**config.mk**
```make
export PLATFORM = sky130hd
export DESIGN_NAME = settings_controller
export DESIGN_NICKNAME = d
export VERILOG_FILES = /design/src/rtl/settings_controller.sv
export SDC_FILE = /design/constraint.sdc
export NUM_CORES = 1
export LEC_CHECK = 0
export ABC_AREA = 1
export CAP_MARGIN = 20
export CORE_AREA = 2 2 129 68
export DETAILED_ROUTE_END_ITERATION = 7
export DIE_AREA = 0 0 131 70
export HOLD_SLACK_MARGIN = 0.05
export PLACE_DENSITY = 0.49
export RECOVER_POWER = 50
export SYNTH_ARGS = -nofsm -noshare
export SYNTH_HDL_FRONTEND = slang
export SYNTH_SLANG_ARGS = --single-unit
```
**constraint.sdc**
```tcl
create_clock -name clk -period 5.4 [get_ports clk]
set_input_delay 0.81 -clock clk [delete_from_list [all_inputs] [get_ports clk]]
set_output_delay 0.81 -clock clk [all_outputs]
set_load 0.02 [all_outputs]
```
**src/rtl/settings_controller.sv**
```systemverilog
// Volume / palette settings controller: turns button levels into step events with
// press-and-hold auto-repeat, and supports keep (A) or revert-to-entry (B) on exit.
module settings_controller #(
    parameter int VOL_BITS      = 3,
    parameter int VOL_DEFAULT   = 4,
    parameter int NUM_PAL       = 4,
    parameter int HOLD_DELAY    = 12500000,
    parameter int REPEAT_PERIOD = 2500000,
    localparam int PW           = $clog2(NUM_PAL)
) (
    input  logic                clk,
    input  logic                rst,
    input  logic                en,
    input  logic [2:0]          state,
    input  logic [7:0]          buttons,
    output logic [VOL_BITS-1:0] volume,
    output logic [PW-1:0]       palette,
    output logic                back,
    output logic                changed
);

    localparam int MAX_DLY = (HOLD_DELAY > REPEAT_PERIOD) ? HOLD_DELAY : REPEAT_PERIOD;
    localparam int CW      = $clog2(MAX_DLY) + 1;
    localparam logic [VOL_BITS-1:0] VOL_MAX  = '1;
    localparam logic [PW-1:0]       PAL_MAX  = PW'(NUM_PAL - 1);
    localparam logic [CW-1:0]       HOLD_END = CW'(HOLD_DELAY - 1);
    localparam logic [CW-1:0]       REP_END  = CW'(REPEAT_PERIOD - 1);

    typedef enum logic [1:0] {IDLE, HOLD, REPEAT} fsm_t;

    fsm_t                fsm_reg, fsm_next;
    logic                dir_reg, dir_next;       // 1 = increment direction
    logic [CW-1:0]       cnt_reg, cnt_next;
    logic [7:0]          prev_buttons_reg;
    logic                prev_active_reg;
    logic [VOL_BITS-1:0] volume_reg, volume_next, snap_vol_reg, snap_vol_next;
    logic [PW-1:0]       palette_reg, palette_next, snap_pal_reg, snap_pal_next;
    logic                back_reg, back_next, changed_reg, changed_next;

    logic       is_vol, active, entry, inc, dec, inc_rise, dec_rise;
    logic       press_up, press_dn, a_rise, b_rise, dir_held;
    logic       step_en, step_up;
    logic [7:0] rise;

    assign is_vol   = (state == 3'b101);
    assign active   = en & (is_vol | (state == 3'b110));
    assign entry    = active & ~prev_active_reg;
    assign rise     = buttons & ~prev_buttons_reg;
    assign inc      = buttons[0] | buttons[3];
    assign dec      = buttons[1] | buttons[2];
    assign inc_rise = inc & ~(prev_buttons_reg[0] | prev_buttons_reg[3]);
    assign dec_rise = dec & ~(prev_buttons_reg[1] | prev_buttons_reg[2]);
    assign press_up = inc_rise & ~dec;
    assign press_dn = dec_rise & ~inc;
    assign a_rise   = rise[4];
    assign b_rise   = rise[5];
    assign dir_held = dir_reg ? inc : dec;

    always_ff @(posedge clk or posedge rst) begin
        if (rst) begin
            fsm_reg          <= IDLE;
            dir_reg          <= 1'b0;
            cnt_reg          <= '0;
            prev_buttons_reg <= '0;
            prev_active_reg  <= 1'b0;
            volume_reg       <= VOL_BITS'(VOL_DEFAULT);
            snap_vol_reg     <= VOL_BITS'(VOL_DEFAULT);
            palette_reg      <= '0;
            snap_pal_reg     <= '0;
            back_reg         <= 1'b0;
            changed_reg      <= 1'b0;
        end else begin
            fsm_reg          <= fsm_next;
            dir_reg          <= dir_next;
            cnt_reg          <= cnt_next;
            prev_buttons_reg <= buttons;
            prev_active_reg  <= active;
            volume_reg       <= volume_next;
            snap_vol_reg     <= snap_vol_next;
            palette_reg      <= palette_next;
            snap_pal_reg     <= snap_pal_next;
            back_reg         <= back_next;
            changed_reg      <= changed_next;
        end
    end

    always_comb begin
        fsm_next      = fsm_reg;
        dir_next      = dir_reg;
        cnt_next      = cnt_reg;
        volume_next   = volume_reg;
        palette_next  = palette_reg;
        snap_vol_next = snap_vol_reg;
        snap_pal_next = snap_pal_reg;
        back_next     = 1'b0;
        changed_next  = 1'b0;
        step_en       = 1'b0;
        step_up       = 1'b0;

        if (!active || entry) begin
            fsm_next = IDLE;
            cnt_next = '0;
            if (entry) begin
                snap_vol_next = volume_reg;
                snap_pal_next = palette_reg;
            end
        end else if (b_rise || a_rise) begin
            back_next = 1'b1;
            fsm_next  = IDLE;
            cnt_next  = '0;
            if (b_rise) begin
                if (is_vol) volume_next  = snap_vol_reg;
                else        palette_next = snap_pal_reg;
            end
        end else begin
            case (fsm_reg)
                IDLE: begin
                    if (press_up || press_dn) begin
                        step_en  = 1'b1;
                        step_up  = press_up;
                        dir_next = press_up;
                        cnt_next = '0;
                        fsm_next = HOLD;
                    end
                end
                default: begin
                    // An opposite-direction press after releasing the old one restarts the hold.
                    if (!dir_held && (dir_reg ? press_dn : press_up)) begin
                        step_en  = 1'b1;
                        step_up  = ~dir_reg;
                        dir_next = ~dir_reg;
                        cnt_next = '0;
                        fsm_next = HOLD;
                    end else if (!dir_held || (inc && dec)) begin
                        fsm_next = IDLE;
                        cnt_next = '0;
                    end else if (cnt_reg == ((fsm_reg == HOLD) ? HOLD_END : REP_END)) begin
                        step_en  = 1'b1;
                        step_up  = dir_reg;
                        cnt_next = '0;
                        fsm_next = REPEAT;
                    end else begin
                        cnt_next = cnt_reg + 1'b1;
                    end
                end
            endcase
        end

        if (step_en) begin
            if (is_vol) begin
                if (step_up && volume_reg != VOL_MAX) begin
                    volume_next  = volume_reg + 1'b1;
                    changed_next = 1'b1;
                end else if (!step_up && volume_reg != '0) begin
                    volume_next  = volume_reg - 1'b1;
                    changed_next = 1'b1;
                end
            end else begin
                if (step_up) palette_next = (palette_reg == PAL_MAX) ? '0 : palette_reg + 1'b1;
                else         palette_next = (palette_reg == '0) ? PAL_MAX : palette_reg - 1'b1;
                changed_next = 1'b1;
            end
        end
    end

    assign volume  = volume_reg;
    assign palette = palette_reg;
    assign back    = back_reg;
    assign changed = changed_reg;

endmodule

```
[Yosys cells after proc, flatten, opt, wreduce, memory -nomap -nowiden]
Index checks and enable logic that the tools add are counted.
Operators by class
  bitwise operators: 21
  eq/ne operators: 8
  mux-type cells: 57
  reductions and logical operators: 19
  add/subtract/negate cells: 5
Operators with widths (count)
  $mux 25: 7
  $mux 2: 16
  $add 25x1->25 const B: 1
  $eq 25x24->1: 1
  $mux 1: 25
  $mux 24: 1
  $mux 3: 8
  $not 1->1: 8
  $and 1x1->1: 6
  $and 6x6->6: 1
  $eq 3x3->1 const B: 2
  $not 6->6: 1
  $reduce_bool 6->1: 1
  $or 1x1->1: 5
  $logic_and 1x1->1: 4
  $logic_not 2->1: 2
  $logic_or 1x1->1: 4
  $ne 4x4->1 const B: 1
  $reduce_and 2->1: 2
  $reduce_and 4->1: 1
  $add 3x1->3 const B: 1
  $logic_not 1->1: 3
  $ne 3x3->1 const B: 1
  $reduce_bool 3->1: 1
  other kinds (7): 7
Storage, ports and cells
  register bits: 47
  logic and storage cells: 121
  output and inout bits: 7

[Logic depth before layout (Yosys ltp)]
  word-level depth: 16
  depth in mapped cells: 17
  gate-level depth less buffers: 17

[Worst setup path before layout]
No wires, ideal clock.
  path type: input to register
  start: input buttons[3]
  end: register palette_reg[1], in the netlist palette[1]
  path buffers: 0
  library setup time: 121 ps
  path slack: 3249 ps
  data arrival time: 2031 ps
  stages on the path: 11
  path through: nor2_2 -> o21ai_1 -> a21oi_1 -> nand4_1 -> nand2_1 -> nand2_1 -> nand2_2 -> nand2_2 -> or2_0 -> nand3_1 -> o21ai_1
Between the ends
  longest elaborated chain between the ends: 12
  elaborated cells on any way between the ends: 27
RTL lines
  start: declaration: line 15  | input logic [7:0] buttons,
  $or 1x1->1 (*): line 49  | assign inc = buttons[0] | buttons[3];
  $and 1x1->1, or another cell as far along: line 51  | assign inc_rise = inc & ~(prev_buttons_reg[0] | prev_buttons_reg[3]);
  $and 1x1->1, or another cell as far along: line 53  | assign press_up = inc_rise & ~dec;
  $mux 1 / $logic_or 1x1->1 (equally long branches): line 128, 134
  $logic_and 1x1->1 / $mux 1 (equally long branches): line 128, 134
  $mux 1: line 128  | if (!dir_held && (dir_reg ? press_dn : press_up)) begin
  $mux 1: line 116  | case (fsm_reg)
  $mux 1: line 107  | end else if (b_rise || a_rise) begin
  $mux 1: line 100  | if (!active || entry) begin
  $mux 2: line 159  | if (step_up) palette_next = (palette_reg == PAL_MAX) ? '0 : palette_reg + 1'b1;
  $mux 2: line 150  | if (is_vol) begin
  $mux 2 (*): line 149  | if (step_en) begin
  named net palette_next[1]: line 37  | logic [PW-1:0] palette_reg, palette_next, snap_pal_reg, snap_pal_next;
  end signal: assignment: line 80  | palette_reg <= palette_next;
  end: declaration: line 37
Mark *: on every way through the listed nets, which the timed path passes. The rest lies on a longest branch.
A chain may end at the register's enable or synchronous reset.

==> results.yml <==
status:
  status: "complete, but fails checks"
  violations: "capacitance limit, slew limit"
final_layout:
  final_cell_mix: "nand2_1, inv_1, dfrtp_1, nor2_1, nand3_1"
  largest_reg_flops: 25
  drive_gt1_share_pct: 11.78
  synthToLayoutAreaGrowth_pct: 15.68
  antenna_cells: 0
  mostFrequentLayoutCell: "nand2_1"
  nets: 402
  fin_util_pct: 39.56
  n_fill_cell: 845
clocking:
  cts-buffers-inserted: 5
  cts-htree-levels: 2
  cts_tree: "built"
  cts_root_buffer: "clkbuf_16"
  clockBufferDepth: 2
  postCtsSetupBuffers: 0
  cts-resized-gates: 0
  cts_sinks: 47
  path_clk_slew_ns: 0.06
  holdBufCountCts: 0
  insertion_delay_ns: 0.29
pwr:
  power.density_nw_per_um2: 225.7
  p_leak_nw: 1.479
  peakVddDrop_mv: 0.1205
global_routing:
  track_usage_pct: 16.72
  overflow: 0
  grt_pass1_vias: 2094
  grt_pass1_wl_um: 11590
  grt_max_degree: 48
  antenna_found_initial: 0
placed_design:
  dp_hpwl_um: 5368
  place_ws_ns: 1.997
  io_buffers: 18
  place_congestion: 0.8565
sta:
  setup_violations: 0
  slew_viol_final: 41
  setup_tns_ns: 0
  fin_crit_sh_pct: 61.96
  finalCriticalPeriod_ns: 3.346
  hold_viol: 0
  rsz0062_at_grt: "no"
  max_freq_mhz: 298.9
  layout_setup_ws_ns: 2.054
  slew-limit-headroom_pct: -51.58
  worstMarginPinSlew_ns: 2.274
  finalClockSkew_ns: 0.008316
worst_setup_path:
  crit_start: "rst"
  cp.arrival_ns: 3.27
  crit_path_end_kind: "asynchronous set/reset pin"
  critPathRequiredTime_ns: 5.33
  crit_fanout: 40
  worstReg2RegStart: "prev_buttons_reg[2]$_DFF_PP0_"
  cp-start-kind: "primary input"
  critical_path_class: "primary input to asynchronous set/reset pin"
min_path:
  hold_start: "snap_pal_reg[0]$_DFFE_PP0P_"
  hp-class: "flop to flop"
die:
  initial_utilization_pct: 34.20
  die_h_um: 70
  ioPinCount: 21
  rows: 24
  die_area_um2: 9170
  core_um2: 8258
  chipWidth_um: 131
logic_synthesis:
  avgSynthCellArea_um2: 7.866
  synth.area.top_cells: "dfrtp_1, nand2_1, inv_1, nor2_1, nand3_1"
  syn_inst: 359
  ys_ff_latch: 47
  synth_ff_type: "dfrtp_1"
  yosys.area.top_type_share_pct: 39.88
  async_flop_share_pct: 100.0
  synthesis.nets: 380
  synth_top_cell_by_area: "dfrtp_1"
  netlist_area_um2: 2824
  yosys_warnings: 0
  synth-edff-count: 0
  seq_area_frac_synth_pct: 41.74
  ys_types: 46
detailed_routing:
  drt_first_pass_iters: 5
  wirelength_um: 7004
  wl_per_cell_um: 14.04
  drcViolationCount: 0
  vias: 2385
  ant_nets: 0
  viasPerCell: 4.780
  first_iter_violations: 156
run:
  maxCapViolations: 1
[synth_stat cells (all sizes together), types with 3 or more instances]
cell type,number
nand2,74
inv,58
dfrtp,45
nor2,45
nand3,21
o21ai,20
nor3,19
a21oi,16
xor2,11
ha,7
nand4,7
o22ai,5
a31oi,4
nor4,4
or2,3
[layout make-up]
type	instances	area (µm²)	area share (%)
timing repair buffer	19	183.9	5.630
sequential	47	1179	36.08
clock buffer	8	136.4	4.175
multi-input combinational	250	1404	42.97
inverter	58	217.7	6.664
tap	117	146.4	4.481
[where the power goes]
part	internal (mW)	switching, mW	leakage [nW]
registers	0.367	0.00834	0.614
logic	0.0243	0.0375	0.800
clock network	0.172	0.128	0.0652
[stage by stage]
step / hold slack (ns) / power [mW] / cell area, µm² / cells
after detailed placement: 0.4766 / 0.4449 / 3127 / 490
after CTS: 0.4922 / 0.7538 / 3263 / 498
after global routing: 0.5231 / 0.7748 / 3267 / 499
after global placement: 0.4717 / 0.4437 / 3127 / 490
final: 0.4881 / 0.7372 / 3267 / 499
after floorplan: 0.4528 / 0.4180 / 2824 / 359
[critical path, cell delays in order]
cell           delay (ns)
dlygate4sd3_1        0.53
inv_1                0.25
clkbuf_1             1.66
[path summary, 6_finish.rpt]
check,to,cells after the start,slack [ns]
worst max-delay path,fsm_reg[0]$_DFFE_PP0P_,3,2.05
min in group asynchronous,cnt_reg[18]$_DFFE_PP0P_,2,0.90
worst min-delay path,snap_pal_reg[0]$_DFFE_PP0P_,2,0.49
max in group clk,cnt_reg[16]$_DFFE_PP0P_,13,2.20
worst min register to register,snap_pal_reg[0]$_DFFE_PP0P_,2,0.49
worst max register to register,cnt_reg[16]$_DFFE_PP0P_,11,2.96
[kinds of logic after synthesis]
logic type      after synthesis  share of synthesized area, %
compound gates               53                         11.61
xor+xnor                     12                         3.722
fa+ha+maj                     7                         3.101
buf+inv                      62                         8.551
flops                        47                         41.74
mux                           1                        0.3545
simple gates                177                         30.93
[routing by layer]
layer / vias to the layer above / wire length [µm] / GRT usage [%] / part of all wire (%)
li1: 1223 / - / - / -
met3: 4 / 344 / 4.444 / 4.9
met5: - / 0 / 0 / 0
met2: 55 / 2091 / 16.58 / 30
met4: 0 / 45 / 3.191 / 0.64
met1: 1103 / 4523 / 31.44 / 65
Note: power is estimated with default switching activity, not from simulation.
